$ cat config.mk
export PLATFORM = sky130hd
export DESIGN_NAME = hazard_ctrl
export DESIGN_NICKNAME = d
export VERILOG_FILES = /design/src/rtl/hazard_pkg.sv /design/src/rtl/hazard_cmp.sv /design/src/rtl/hazard_ctrl.sv
export SDC_FILE = /design/constraint.sdc
export NUM_CORES = 1
export LEC_CHECK = 0
export CAP_MARGIN = 20
export CELL_PAD_IN_SITES_DETAIL_PLACEMENT = 0
export CELL_PAD_IN_SITES_GLOBAL_PLACEMENT = 1
export CORE_MARGIN = 4
export CORE_UTILIZATION = 44
export CTS_BUF_LIST = sky130_fd_sc_hd__clkbuf_2 sky130_fd_sc_hd__clkbuf_4 sky130_fd_sc_hd__clkbuf_8
export CTS_CLUSTER_SIZE = 14
export DETAILED_ROUTE_END_ITERATION = 10
export PLACE_DENSITY = 0.94
export SLEW_MARGIN = 15
export SYNTH_ARGS = -nofsm -noshare
export SYNTH_HDL_FRONTEND = slang
export SYNTH_SLANG_ARGS = --single-unit
$ cat constraint.sdc
create_clock -name clk -period 4.8 [get_ports clk]
set_input_delay 1.44 -clock clk [delete_from_list [all_inputs] [get_ports clk]]
set_output_delay 1.44 -clock clk [all_outputs]
set_load 0.01 [all_outputs]
$ cat src/rtl/hazard_pkg.sv
// Shared types for the hazard controller: shadow slot layout, bubble constant, SRAM wait FSM states.
package hazard_pkg;

  localparam int SLOT_AW = 5;

  typedef struct packed {
    logic [SLOT_AW-1:0] dest;
    logic               wb;
    logic               mr;
    logic               mw;
  } slot_t;

  localparam slot_t BUBBLE = '{dest: '0, wb: 1'b0, mr: 1'b0, mw: 1'b0};

  typedef enum logic {RUN, WAIT} mem_state_t;

endpackage

$ cat src/rtl/hazard_cmp.sv
// RAW comparator: one shadow slot against one ID-stage source register.
module hazard_cmp
  import hazard_pkg::*;
(
  input  slot_t              slot,
  input  logic [SLOT_AW-1:0] src,
  input  logic               chk,
  output logic               match
);

  // r0 is hard-wired zero, so a write to it never creates a dependency
  assign match = chk & slot.wb & (slot.dest != '0) & (slot.dest == src);

  logic unused_mem_bits;
  assign unused_mem_bits = slot.mr ^ slot.mw;

endmodule

$ cat src/rtl/hazard_ctrl.sv
// ID-stage hazard controller: EXE/MEM/WB destination shadow, RAW stall, branch flush, SRAM freeze.
//   state | meaning
//   RUN   | no SRAM access outstanding beyond the current cycle
//   WAIT  | MEM-stage access pending, wait_cnt counting toward mem_err
module hazard_ctrl
  import hazard_pkg::*;
#(
  parameter int REG_AW      = SLOT_AW,
  parameter int MEM_TIMEOUT = 255,
  parameter int CNT_W       = 32
) (
  input  logic              clk,
  input  logic              rst,
  input  logic              id_valid,
  input  logic [REG_AW-1:0] src1,
  input  logic [REG_AW-1:0] src2,
  input  logic              use_src2,
  input  logic [REG_AW-1:0] dest_in,
  input  logic              WB_En_in,
  input  logic              MEM_R_En_in,
  input  logic              MEM_W_En_in,
  input  logic              branch_taken,
  input  logic              fwd_en,
  input  logic              mem_ready,
  output logic              stall,
  output logic              flush,
  output logic              freeze,
  output logic              mem_err,
  output logic [CNT_W-1:0]  stall_cnt
);

  localparam int WCW = $clog2(MEM_TIMEOUT + 1);
  localparam logic [WCW-1:0] TIMEOUT = WCW'(MEM_TIMEOUT);

  slot_t exe_s, mem_s, wb_s;
  slot_t slot_arr [3];
  slot_t id_slot;
  logic [1:0] match [3];
  logic [2:0] slot_hit, slot_use;
  logic hazard, mem_busy;
  mem_state_t state;
  logic [WCW-1:0] wait_cnt;

  assign slot_arr[0] = exe_s;
  assign slot_arr[1] = mem_s;
  assign slot_arr[2] = wb_s;
  assign id_slot = '{dest: dest_in, wb: WB_En_in, mr: MEM_R_En_in, mw: MEM_W_En_in};

  for (genvar i = 0; i < 3; i++) begin : g_slot
    for (genvar j = 0; j < 2; j++) begin : g_src
      hazard_cmp u_cmp (
        .slot  (slot_arr[i]),
        .src   ((j == 0) ? src1 : src2),
        .chk   ((j == 0) ? id_valid : (id_valid & use_src2)),
        .match (match[i][j])
      );
    end
  end

  // WB never counts: the regfile writes on negedge, so ID reads the new value
  assign slot_hit = {|match[2], |match[1], |match[0]};
  assign slot_use = {1'b0, ~fwd_en, 1'b1};
  assign hazard   = |(slot_hit & slot_use) & (~fwd_en | exe_s.mr);
  assign mem_busy = (mem_s.mr | mem_s.mw) & ~mem_ready;

  assign freeze = rst & mem_busy;
  assign flush  = rst & branch_taken & ~mem_busy;
  assign stall  = rst & hazard & ~branch_taken & ~mem_busy;

  always_ff @(posedge clk or negedge rst) begin
    if (!rst) begin
      exe_s <= BUBBLE;
      mem_s <= BUBBLE;
      wb_s  <= BUBBLE;
    end else if (!freeze) begin
      wb_s  <= mem_s;
      mem_s <= exe_s;
      exe_s <= (stall | flush | ~id_valid) ? BUBBLE : id_slot;
    end
  end

  always_ff @(posedge clk or negedge rst) begin
    if (!rst) begin
      state    <= RUN;
      wait_cnt <= '0;
      mem_err  <= 1'b0;
    end else begin
      case (state)
        RUN: begin
          if (mem_busy) begin
            state    <= WAIT;
            wait_cnt <= '0;
          end
        end
        WAIT: begin
          if (mem_ready) begin
            state <= RUN;
          end else if (wait_cnt != TIMEOUT) begin
            wait_cnt <= wait_cnt + 1'b1;
            if (wait_cnt == TIMEOUT - 1'b1) mem_err <= 1'b1;
          end
        end
        default: state <= RUN;
      endcase
    end
  end

  always_ff @(posedge clk or negedge rst) begin
    if (!rst) stall_cnt <= '0;
    else if (stall && stall_cnt != '1) stall_cnt <= stall_cnt + 1'b1;
  end

endmodule

# Word-level counts from Yosys, hierarchy flattened
# Index checks and enable logic that the tools add are counted.
# Widths: inputs -> output; s select.
[op_classes]
eq_ne = 12
n_reduce_logical = 10
add_sub_neg = 2
n_bitwise = 38
muxes = 8
[ops]
columns = ["cell", "count"]
rows = [
  ["$add 32x1->32 const B", 1],
  ["$mux 8", 4],
  ["$ne 32x32->1 const B", 1],
  ["$eq 5x5->1", 6],
  ["$and 1x1->1", 27],
  ["$pmux 8 s2", 1],
  ["$reduce_bool 5->1", 3],
  ["$add 8x1->8 const B", 1],
  ["$eq 8x8->1 const B", 1],
  ["$ne 8x8->1 const B", 1],
  ["$not 1->1", 6],
  ["$reduce_or 2->1", 3],
  ["$ne 2x2->1 const B", 2],
  ["$or 1x1->1", 4],
  ["$reduce_and 4->1", 1],
  ["$and 3x2->3", 1],
  ["$reduce_and 3->1", 1],
  ["$reduce_or 3->1", 1],
  ["$mux 1", 2],
  ["$ne 2x1->1 const B", 1],
  ["$pmux 1 s2", 1],
  ["$logic_and 1x1->1", 1],
]
[totals]
reg_bits = 64
input_bits = 25
wordCells = 84
out_inout_bits = 36

# Longest topological paths before layout
# Gate-level depths: netlist (run 1).
[logic_depth]
ltp_word = 14
ltp_mapped = 8
depth_no_buf = 8

# Modules after synthesis
# A second synthesis (run 1) with hierarchy kept.
[unflattened]
cells_unflattened = 281
area_unflattened_um2 = 3076.7
[modules_own_cells]
columns = ["mod", "seq_area_each_um2", "area_per_inst_um2", "instances", "cells_per_inst"]
rows = [
  ["hazard_ctrl", 1451.4, 2771.4, 1, 241],
  ["hazard_cmp", 0.0, 76.3, 4, 10],
]

# Worst setup path before layout (run 1)
# Ideal clock, no wire load.
[synth_timing]
path_type = "input-to-output"
from = "input src2[2]"
to = "output stall"
n_path_buf = 0
required_time_ns = 3.360
cell_stages = 4
arrival_time_ns = 2.387
setup_slack_ns = 0.973
path_cell_list = "xor2_1 -> nor4_2 -> a32oi_1 -> o32ai_4"
[synth_via]
elab_chain_len = 9
word_cells_on_any_way = 15
cone_classes = "eq/ne (3); bitwise (8); reduce/logical (4)"
[synth_rtl]
columns = ["item", "line_no", "text"]
rows = [
  ["from (decl)", "hazard_ctrl.sv:16", "input logic [REG_AW-1:0] src2,"],
  ["$eq 5x5->1", "hazard_cmp.sv:12", "assign match = chk & slot.wb & (slot.dest != '0) & (slot.dest == src);"],
  ["$and 1x1->1", "hazard_cmp.sv:12", ""],
  ["$reduce_or 2->1", "hazard_ctrl.sv:61", "assign slot_hit = {|match[2], |match[1], |match[0]};"],
  ["$and 3x2->3 *", "hazard_ctrl.sv:63", "assign hazard = |(slot_hit & slot_use) & (~fwd_en | exe_s.mr);"],
  ["$reduce_or 3->1 *", "hazard_ctrl.sv:63", ""],
  ["$and 1x1->1 *", "hazard_ctrl.sv:63", ""],
  ["$and 1x1->1 * (3 in a row)", "hazard_ctrl.sv:68", "assign stall = rst & hazard & ~branch_taken & ~mem_busy;"],
  ["to (decl)", "hazard_ctrl.sv:25", "output logic stall,"],
]
# Every way passes the cells marked *; elsewhere a longest branch is shown, timed or not.

# Worst setup path in the final report (run 1)
# Ends and elaborated chain as after synthesis.

==> results.md, run 1 <==
- PortBufs: 60
- Seq pwr share: 44.4%
- Gr usage total: 17.6%
- Final hold violation count: 0
- Clock sink count: 58
- Worst Setup EP: stall
- CTS Hold Buffers Added: 0
- Number of warnings issued by yosys: 0
- Combinational share of power: 9.2%
- Final period utilization: 94.5%
- Residual DRC: 0
- Setup TNS: 0 ns
- FILL cells: 551
- Initial Utilization: 45.9%
- Crit path required time: 3.36 ns
- Outcome: complete, no violations
- Crit. End Element: output port
- Max Cap Violations: 0
- FF-to-FF path depth: 6
- Clock Latency Late Sink: 0.33 ns
- Met2 Resource Use GR: 27.1%
- GRT met3 Usage: 4.76%
- Int Power: 0.938 mW
- CTS tree: yes
- CTS resizes: 1
- Peak Freq: 0.221 GHz
- Final setup fails: 0
- Post-route ant nets: 0
- P_sw: 0.274 mW
- Syn avg cell area: 10.3 µm²
- Synth Flop Type: dfrtp_1
- RSZ-0062 raised after global routing: no
- R2R Setup Slk: 2.10 ns
- Setup bufs post-CTS: 0
- P_leak: 1.84 nW
- Die X: 90.1 µm
- Maximum number of pins on one net before global-route repair: 60
- Worst hold stages: 1
- Max-slew headroom: 39.5%
- Clock root cell: clkbuf_8
- Slew Limit Fails: 0
- Remaining Overflow, GRT: 0
- Clock power share: 46.5%
- Sw frac: 22.6%
- WHS: 0.473 ns
- Peak supply drop: 171 µV
- Hpwl dp: 4750 µm
- RePlAce Congestion: 0.864
- I/O pin count: 61
- RR Startpoint: stall_cnt[0]
- Share of cells above drive strength 1: 10.9%
- DP Area: 0.00368 mm²
- Grt met1 use: 23.4%
- Number of synthesized flops with an enable pin: 0
- Initial antenna violation count: 0
- GRT busiest layer: met2
- HP Class: reg -> reg
- Worst slew pin tran: 0.905 ns
- #FFs+latches synth: 58
- Reg2reg end: stall_cnt[1]
- Crit-path max FO: 2
- Vias/cell: 5.27
- Cell variety after synth: 36
- Post-Layout Cell Count: 445
- Dpl cells: 429
- Antenna Cells: 0
- Fraction of registers with async set/reset: 100%
- Die Area: 0.00811 mm²
- Fin area: 0.00393 mm²
- Detailed Route WL: 6610 µm
- Drt wl/cell: 14.8 µm
- Total CTS buffers: 9
- Pwr per Cell Area: 308 mW/mm²
- Area Overhead vs Synth: 32.6%
- Site row count: 29
- Synthesized Nets: 317
- Number of global-route vias before repair: 2494
- Mapped Cells: 289
- H-tree levels: 3
- 1st-pass router iterations: 4
- Clock skew: 0.00396 ns
- Nets: 391
- Final Util: 60.8%
- Critical Path Source: src2[2]
- Crit path kind: in -> out
- Mapped cell area: 0.00296 mm²
- DRT iter0 DRCs: 96
- Chip Height: 90.1 µm
- Max Buffers Root-to-Sink: 2
- Core Footprint: 0.00646 mm²
- Crit path DAT: 3.09 ns
- Routed vias: 2344
- Clk slew on worst S/H paths: 0.06 ns
- Min cycle time layout: 4.53 ns
- Sequential area share after synthesis: 49.0%
- First-pass GRT wire length: 11800 µm
- Startpoint Class: input pin
## Yosys cell counts, types with 4 or more instances
cell      n  area share, %
xnor2_1   9            2.7
o21ai_0   4           0.68
nor3_1    7            1.2
nand3_1  15            2.5
nor3_2    9            3.0
inv_1     8            1.0
nand2_1  42            5.3
xor2_1   48             14
nand4_1   8            1.7
nor4_2    5            2.1
a22o_1    8            2.4
nor2_1   36            4.6
dfrtp_1  58             49
## power by group through the flow
stage          combinational, mW  sequential [mW]  clock [mW]
5_1_grt                    0.127            0.541       0.596
6_report                   0.111            0.537       0.563
3_3_place_gp               0.109            0.545           0
4_1_cts                    0.113            0.537       0.574
2_1_floorplan             0.0592            0.539           0
3_5_place_dp               0.111            0.546           0
## layer usage
metal / part of all wire (%) / up-vias
met5: 0 / -
met4: 1.6 / 0
li1: - / 1138
met2: 46 / 53
met1: 48 / 1141
met3: 4.7 / 12
## cell type report
cell class	count	area, µm²	area share [%]
multi-input combinational	219	1460	37.1
timing repair buffer	66	639	16.3
sequential	58	1450	36.9
clock buffer	11	151	3.85
clock inverter	5	100	2.55
inverter	9	33.8	0.860
tap	77	96.3	2.45
## worst max-delay path: stages
cell and delay [ns]:
clkdlybuf4s50_1 0.45, xor2_1 0.17, nor4_2 0.27, a32oi_1 0.17
o32ai_4 0.29, dlygate4sd2_1 0.30
## cells in the final DEF, fill, tap and decap left out
cell type,n
a211o_1,1
a21oi_1,1
a22o_1,8
a32oi_1,2
a41o_1,1
and3_1,3
and4_1,2
buf_2,1
buf_4,6
bufinv_16,3
clkbuf_8,11
clkdlybuf4s50_1,58
clkinv_1,1
clkinv_2,2
dfrtp_1,58
dlygate4sd2_1,1
ha_1,3
inv_1,8
mux2_1,1
mux2i_1,2
nand2_1,42
nand2b_1,2
nand3_1,15
nand4_1,8
nand4b_1,1
nor2_1,36
nor3_1,7
nor3_2,9
nor3b_1,1
nor4_1,2
nor4_2,5
o211ai_1,1
o21ai_0,4
o21ai_2,1
o21ai_4,1
o21bai_1,1
o32ai_4,1
or4_1,1
xnor2_1,9
xor2_1,48
## registers in the layout, summed over array words and instances, names as in the netlist
signal	count
exe_s	8
mem_err	1
mem_s	8
stall_cnt	32
state	1
wait_cnt	8
## worst min path at each step
stage	slack, ns	endpoint	startpoint
2_1_floorplan	0.44	mem_s[2]	mem_s[2]
3_3_place_gp	0.46	mem_s[0]	exe_s[0]
3_5_place_dp	0.46	mem_err	mem_err
4_1_cts	0.48	mem_err	mem_err
5_1_grt	0.51	mem_err	mem_err
6_report	0.47	mem_err	mem_err
## cell families after synthesis
group           share of synthesized area, %
mux                                     1.06
simple gates                            23.3
flops                                   49.0
compound gates                          6.72
buf+inv                                 1.82
fa+ha+maj                               1.27
xor+xnor                                16.8
## metrics by stage
step,total power [mW],setup WS (ns)
global placement,0.654,0.00277
detailed placement,0.657,-0.00674
finish,1.21,0.266
global route,1.26,0.187
floorplan,0.598,0.973
CTS,1.22,0.264
Note: power is estimated with default switching activity, not from simulation.
==> inputs of run 2 (changes only) <==
- CORE_MARGIN: 4 -> 3
- REMOVE_ABC_BUFFERS: default -> 1
==> results.md, run 2 (synthesis gave the netlist of run 1 again) <==
- Worst slew pin tran: 0.907 ns
- Vias/cell: 5.27
- 1st-pass router iterations: 4
- Peak Freq: 0.220 GHz
- Dpl cells: 430
- Fin area: 0.00388 mm²
- R2R Setup Slk: 2.11 ns
- Crit path buf inv count: 2
- Antenna Cells: 0
- Final hold violation count: 0
- DRT iter0 DRCs: 104
- DP Area: 0.00369 mm²
- Outcome: complete, no violations
- Final setup fails: 0
- Crit path required time: 3.36 ns
- P_sw: 0.275 mW
- CTS resizes: 1
- Crit-path max FO: 2
- Slew Limit Fails: 0
- Gr usage total: 19.0%
- Setup bufs post-CTS: 0
- Pwr per Cell Area: 283 mW/mm²
- Die X: 88.1 µm
- Clock skew: 0.00982 ns
- Site row count: 29
- WHS: 0.465 ns
- Clk slew on worst S/H paths: 0.06 ns
- Min cycle time layout: 4.54 ns
- Initial Utilization: 46.1%
- Critical-path cell list: clkdlybuf4s50_1 > xor2_1 > nor4_2 > a32oi_1 > o32ai_4 > dlygate4sd2_1
- Final period utilization: 94.6%
- Worst hold start: mem_s[2]
- H-tree levels: 3
- Slowest Stage Delay on Critical Path: 0.45 ns
- Pre-CTS setup slack: -0.0171 ns
- Sw frac: 25.0%
- I/O pin count: 61
- Clock Latency Late Sink: 0.33 ns
- Setup TNS: 0 ns
- Hpwl dp: 4790 µm
- Int Power: 0.825 mW
- Worst hold stages: 2
- Crit path DAT: 3.10 ns
- Detailed Route WL: 6640 µm
- Post-Layout Cell Count: 446
- RePlAce Congestion: 0.970
- Total CTS buffers: 9
- CTS tree: yes
- Max Buffers Root-to-Sink: 2
- FF-to-FF path depth: 6
- Crit path kind: in -> out
- Max-slew headroom: 39.3%
- P_leak: 1.82 nW
- Maximum number of pins on one net before global-route repair: 40
- Core Footprint: 0.00642 mm²
- Number of global-route vias before repair: 2446
- WHS Endpoint: mem_s[2]
- Seq pwr share: 48.9%
- Clock sink count: 58
- Drt wl/cell: 14.9 µm
- Reg2reg end: stall_cnt[1]
- Routed vias: 2352
- Clock power share: 40.9%
- First-pass GRT wire length: 11500 µm
- Max Cap Violations: 0
- HP Class: reg -> reg
- RR Startpoint: stall_cnt[0]
- Share of cells above drive strength 1: 11.1%
- Startpoint Class: input pin
- Combinational share of power: 10.2%
- Final Util: 60.5%
- Remaining Overflow, GRT: 0
- Most frequent cells in the layout: dfrtp_1 (58), clkdlybuf4s50_1 (58), xor2_1 (48)
- Post-route ant nets: 0
- FILL cells: 556
- CTS Hold Buffers Added: 0
- Top cell family by delay on the critical path: buffers and inverters
- Initial antenna violation count: 1
- Worst setup margin: 0.262 ns
- PortBufs: 60
- Residual DRC: 0
- Crit. End Element: output port
- Clock root cell: clkbuf_8
- RSZ-0062 raised after global routing: no
- Peak supply drop: 153 µV
- Worst path slowest cell: clkdlybuf4s50_1
- Top reg by flops: stall_cnt
- Nets: 392
- Total power: 1.10 mW
- Max reg flops: 32
- Die Area: 0.00775 mm²
- Chip Height: 88.1 µm
- Area Overhead vs Synth: 31.1%
-- run 2: layout make-up --
type	instances	area (µm²)	share of cell area (%)
multi-input cells	219	1460	37.5
repair buffers	67	647	16.7
clock buffers	11	145	3.74
flip-flops and latches	58	1450	37.4
well taps	77	96.3	2.48
inverters	9	33.8	0.870
clock inverters	5	53.8	1.38
-- run 2: worst register-to-register path, cell delays in order (launching register included) --
cell	delay, ns
dfrtp_1	0.40
ha_1	0.19
nand3_1	0.18
nor2_1	0.42
nand3_1	0.24
o21ai_4	0.77
mux2_1	0.38
-- run 2: per-layer routing --
layer / vias up / global-route usage [%] / part of all wire [%]
li1: 1138 / - / -
met1: 1149 / 25.1 / 46
met2: 53 / 29.9 / 47
met3: 10 / 5.55 / 5.5
met4: 2 / 7.28 / 1.3
met5: - / 0 / 0.20
-- run 2: power groups by stage --
| stage | logic (mW) | registers [mW] | clock network (mW) |
|---|---|---|---|
| 2_1_floorplan | 0.0589 | 0.539 | 0 |
| 3_3_place_gp | 0.109 | 0.546 | 0 |
| 3_5_place_dp | 0.114 | 0.546 | 0 |
| 4_1_cts | 0.115 | 0.538 | 0.462 |
| 5_1_grt | 0.128 | 0.542 | 0.485 |
| 6_report | 0.112 | 0.538 | 0.449 |
-- run 2: worst max path at each step --
stage	to	start	cells after the start
floorplan	stall	src2[2]	4
global placement	stall	src2[2]	6
detailed placement	stall	src2[2]	6
CTS	stall	src2[2]	6
global route	stall	src2[2]	6
finish	stall	src2[2]	6
==> inputs of run 3 (changes only) <==
- CORE_ASPECT_RATIO: default -> 0.7
- CTS_CLUSTER_DIAMETER: default -> 30
==> results.md, run 3 (synthesis gave the netlist of run 1 again) <==
- Outcome: complete, no violations
- CTS tree: yes
- Top reg by flops: stall_cnt
- Area Overhead vs Synth: 31.0%
- Post-route ant nets: 0
- Int Power: 0.804 mW
- WHS Endpoint: mem_err
- Detailed Route WL: 6720 µm
- Sw frac: 24.9%
- Min cycle time layout: 4.59 ns
- Crit. End Element: output port
- Combinational share of power: 10.6%
- Initial Utilization: 46.5%
- Initial antenna violation count: 0
- Final period utilization: 95.5%
- CTS Hold Buffers Added: 0
- Die Area: 0.00777 mm²
- Clock root cell: clkbuf_8
- I/O pin count: 61
- PortBufs: 60
- Setup TNS: 0 ns
- Antenna Cells: 0
- P_leak: 1.81 nW
- Final hold violation count: 0
- Remaining Overflow, GRT: 0
- Max Buffers Root-to-Sink: 2
- Clock power share: 39.0%
- Startpoint Class: input pin
- Site row count: 24
- Total CTS buffers: 9
- Pre-CTS setup slack: -0.0866 ns
- HP Class: reg -> reg
- Number of global-route vias before repair: 2266
- Hpwl dp: 5050 µm
- RR Startpoint: stall_cnt[0]
- Clock Latency Late Sink: 0.34 ns
- Peak supply drop: 143 µV
- Reg2reg end: stall_cnt[1]
- Routed vias: 2344
- R2R Setup Slk: 2.14 ns
- Max Cap Violations: 0
- First-pass GRT wire length: 11200 µm
- Crit path DAT: 3.15 ns
- CTS resizes: 1
- 1st-pass router iterations: 4
- Pwr per Cell Area: 276 mW/mm²
- DRT iter0 DRCs: 90
- Max-slew headroom: 41.5%
- Most frequent cells in the layout: dfrtp_1 (58), clkdlybuf4s50_1 (58), xor2_1 (48)
- Worst hold start: mem_err
- Die X: 104 µm
- Seq pwr share: 50.3%
- FF-to-FF path depth: 6
- Crit-path max FO: 2
- Clk slew on worst S/H paths: 0.06 ns
- Clock skew: 0.0114 ns
- Drt wl/cell: 14.7 µm
- Chip Height: 74.7 µm
- P_sw: 0.267 mW
- Gr usage total: 18.6%
- H-tree levels: 3
- Maximum number of pins on one net before global-route repair: 56
- Crit path required time: 3.36 ns
- Worst setup margin: 0.215 ns
- RePlAce Congestion: 0.951
- Crit path kind: in -> out
- Worst slew pin tran: 0.875 ns
- Peak Freq: 0.218 GHz
- Final setup fails: 0
- Clock sink count: 58
- Slew Limit Fails: 0
- RSZ-0062 raised after global routing: no
- Setup bufs post-CTS: 0
- FILL cells: 558
- Share of cells above drive strength 1: 10.6%
- Core Footprint: 0.00637 mm²
- Worst hold stages: 1
- Max reg flops: 32
- Residual DRC: 0
- Vias/cell: 5.12
- Nets: 392
run 3: per-stage QoR:
| stage | area [µm²] | util [%] | cells | hold WS, ns | power, mW |
|---|---|---|---|---|---|
| after floorplan | 2940 | - | 286 | 0.439 | 0.598 |
| after global placement | 3700 | 58.2 | 444 | 0.455 | 0.655 |
| after detailed placement | 3700 | 58.2 | 444 | 0.455 | 0.662 |
| after CTS | 3880 | 60.9 | 458 | 0.476 | 1.08 |
| after global routing | 3880 | 60.9 | 458 | 0.498 | 1.12 |
| final | 3880 | 60.9 | 458 | 0.473 | 1.07 |
run 3: area by class of cell:
| cell class | count | area, µm² | area share [%] |
|---|---|---|---|
| clock inverter | 4 | 45.0 | 1.16 |
| tap | 91 | 114 | 2.93 |
| timing repair buffer | 67 | 647 | 16.7 |
| sequential | 58 | 1450 | 37.4 |
| inverter | 9 | 33.8 | 0.871 |
| clock buffer | 10 | 131 | 3.39 |
| multi-input combinational | 219 | 1460 | 37.6 |
run 3: critical path, stage by stage:
cell and delay, ns:
clkdlybuf4s50_1 0.45, xor2_1 0.17, nor4_2 0.30, a32oi_1 0.20, o32ai_4 0.29, dlygate4sd2_1 0.30
run 3: power groups by stage:
stage	Sequential, mW	Combinational (mW)	Clock [mW]
5_1_grt	0.542	0.127	0.450
2_1_floorplan	0.539	0.0589	0
6_report	0.539	0.114	0.418
4_1_cts	0.538	0.116	0.429
3_3_place_gp	0.547	0.109	0
3_5_place_dp	0.547	0.115	0
run 3: how the worst max path moves through the flow:
| stage | startpoint | end | slack [ns] | cells after the start |
|---|---|---|---|---|
| after global routing | src2[2] | stall | 0.07 | 6 |
| after CTS | src2[2] | stall | 0.20 | 6 |
| after floorplan | src2[2] | stall | 0.97 | 4 |
| after detailed placement | src2[2] | stall | -0.09 | 6 |
| after global placement | src2[2] | stall | 0.0009 | 6 |
| final | src2[2] | stall | 0.21 | 6 |
run 3: metal layers:
| layer | share of wire (%) | global-route usage, % | wire (µm) |
|---|---|---|---|
| met1 | 49 | 26.3 | 3270 |
| met2 | 44 | 26.5 | 2960 |
| met3 | 6.5 | 7.28 | 435 |
| met4 | 0.74 | 5.75 | 50 |
| met5 | 0 | 0 | 0 |
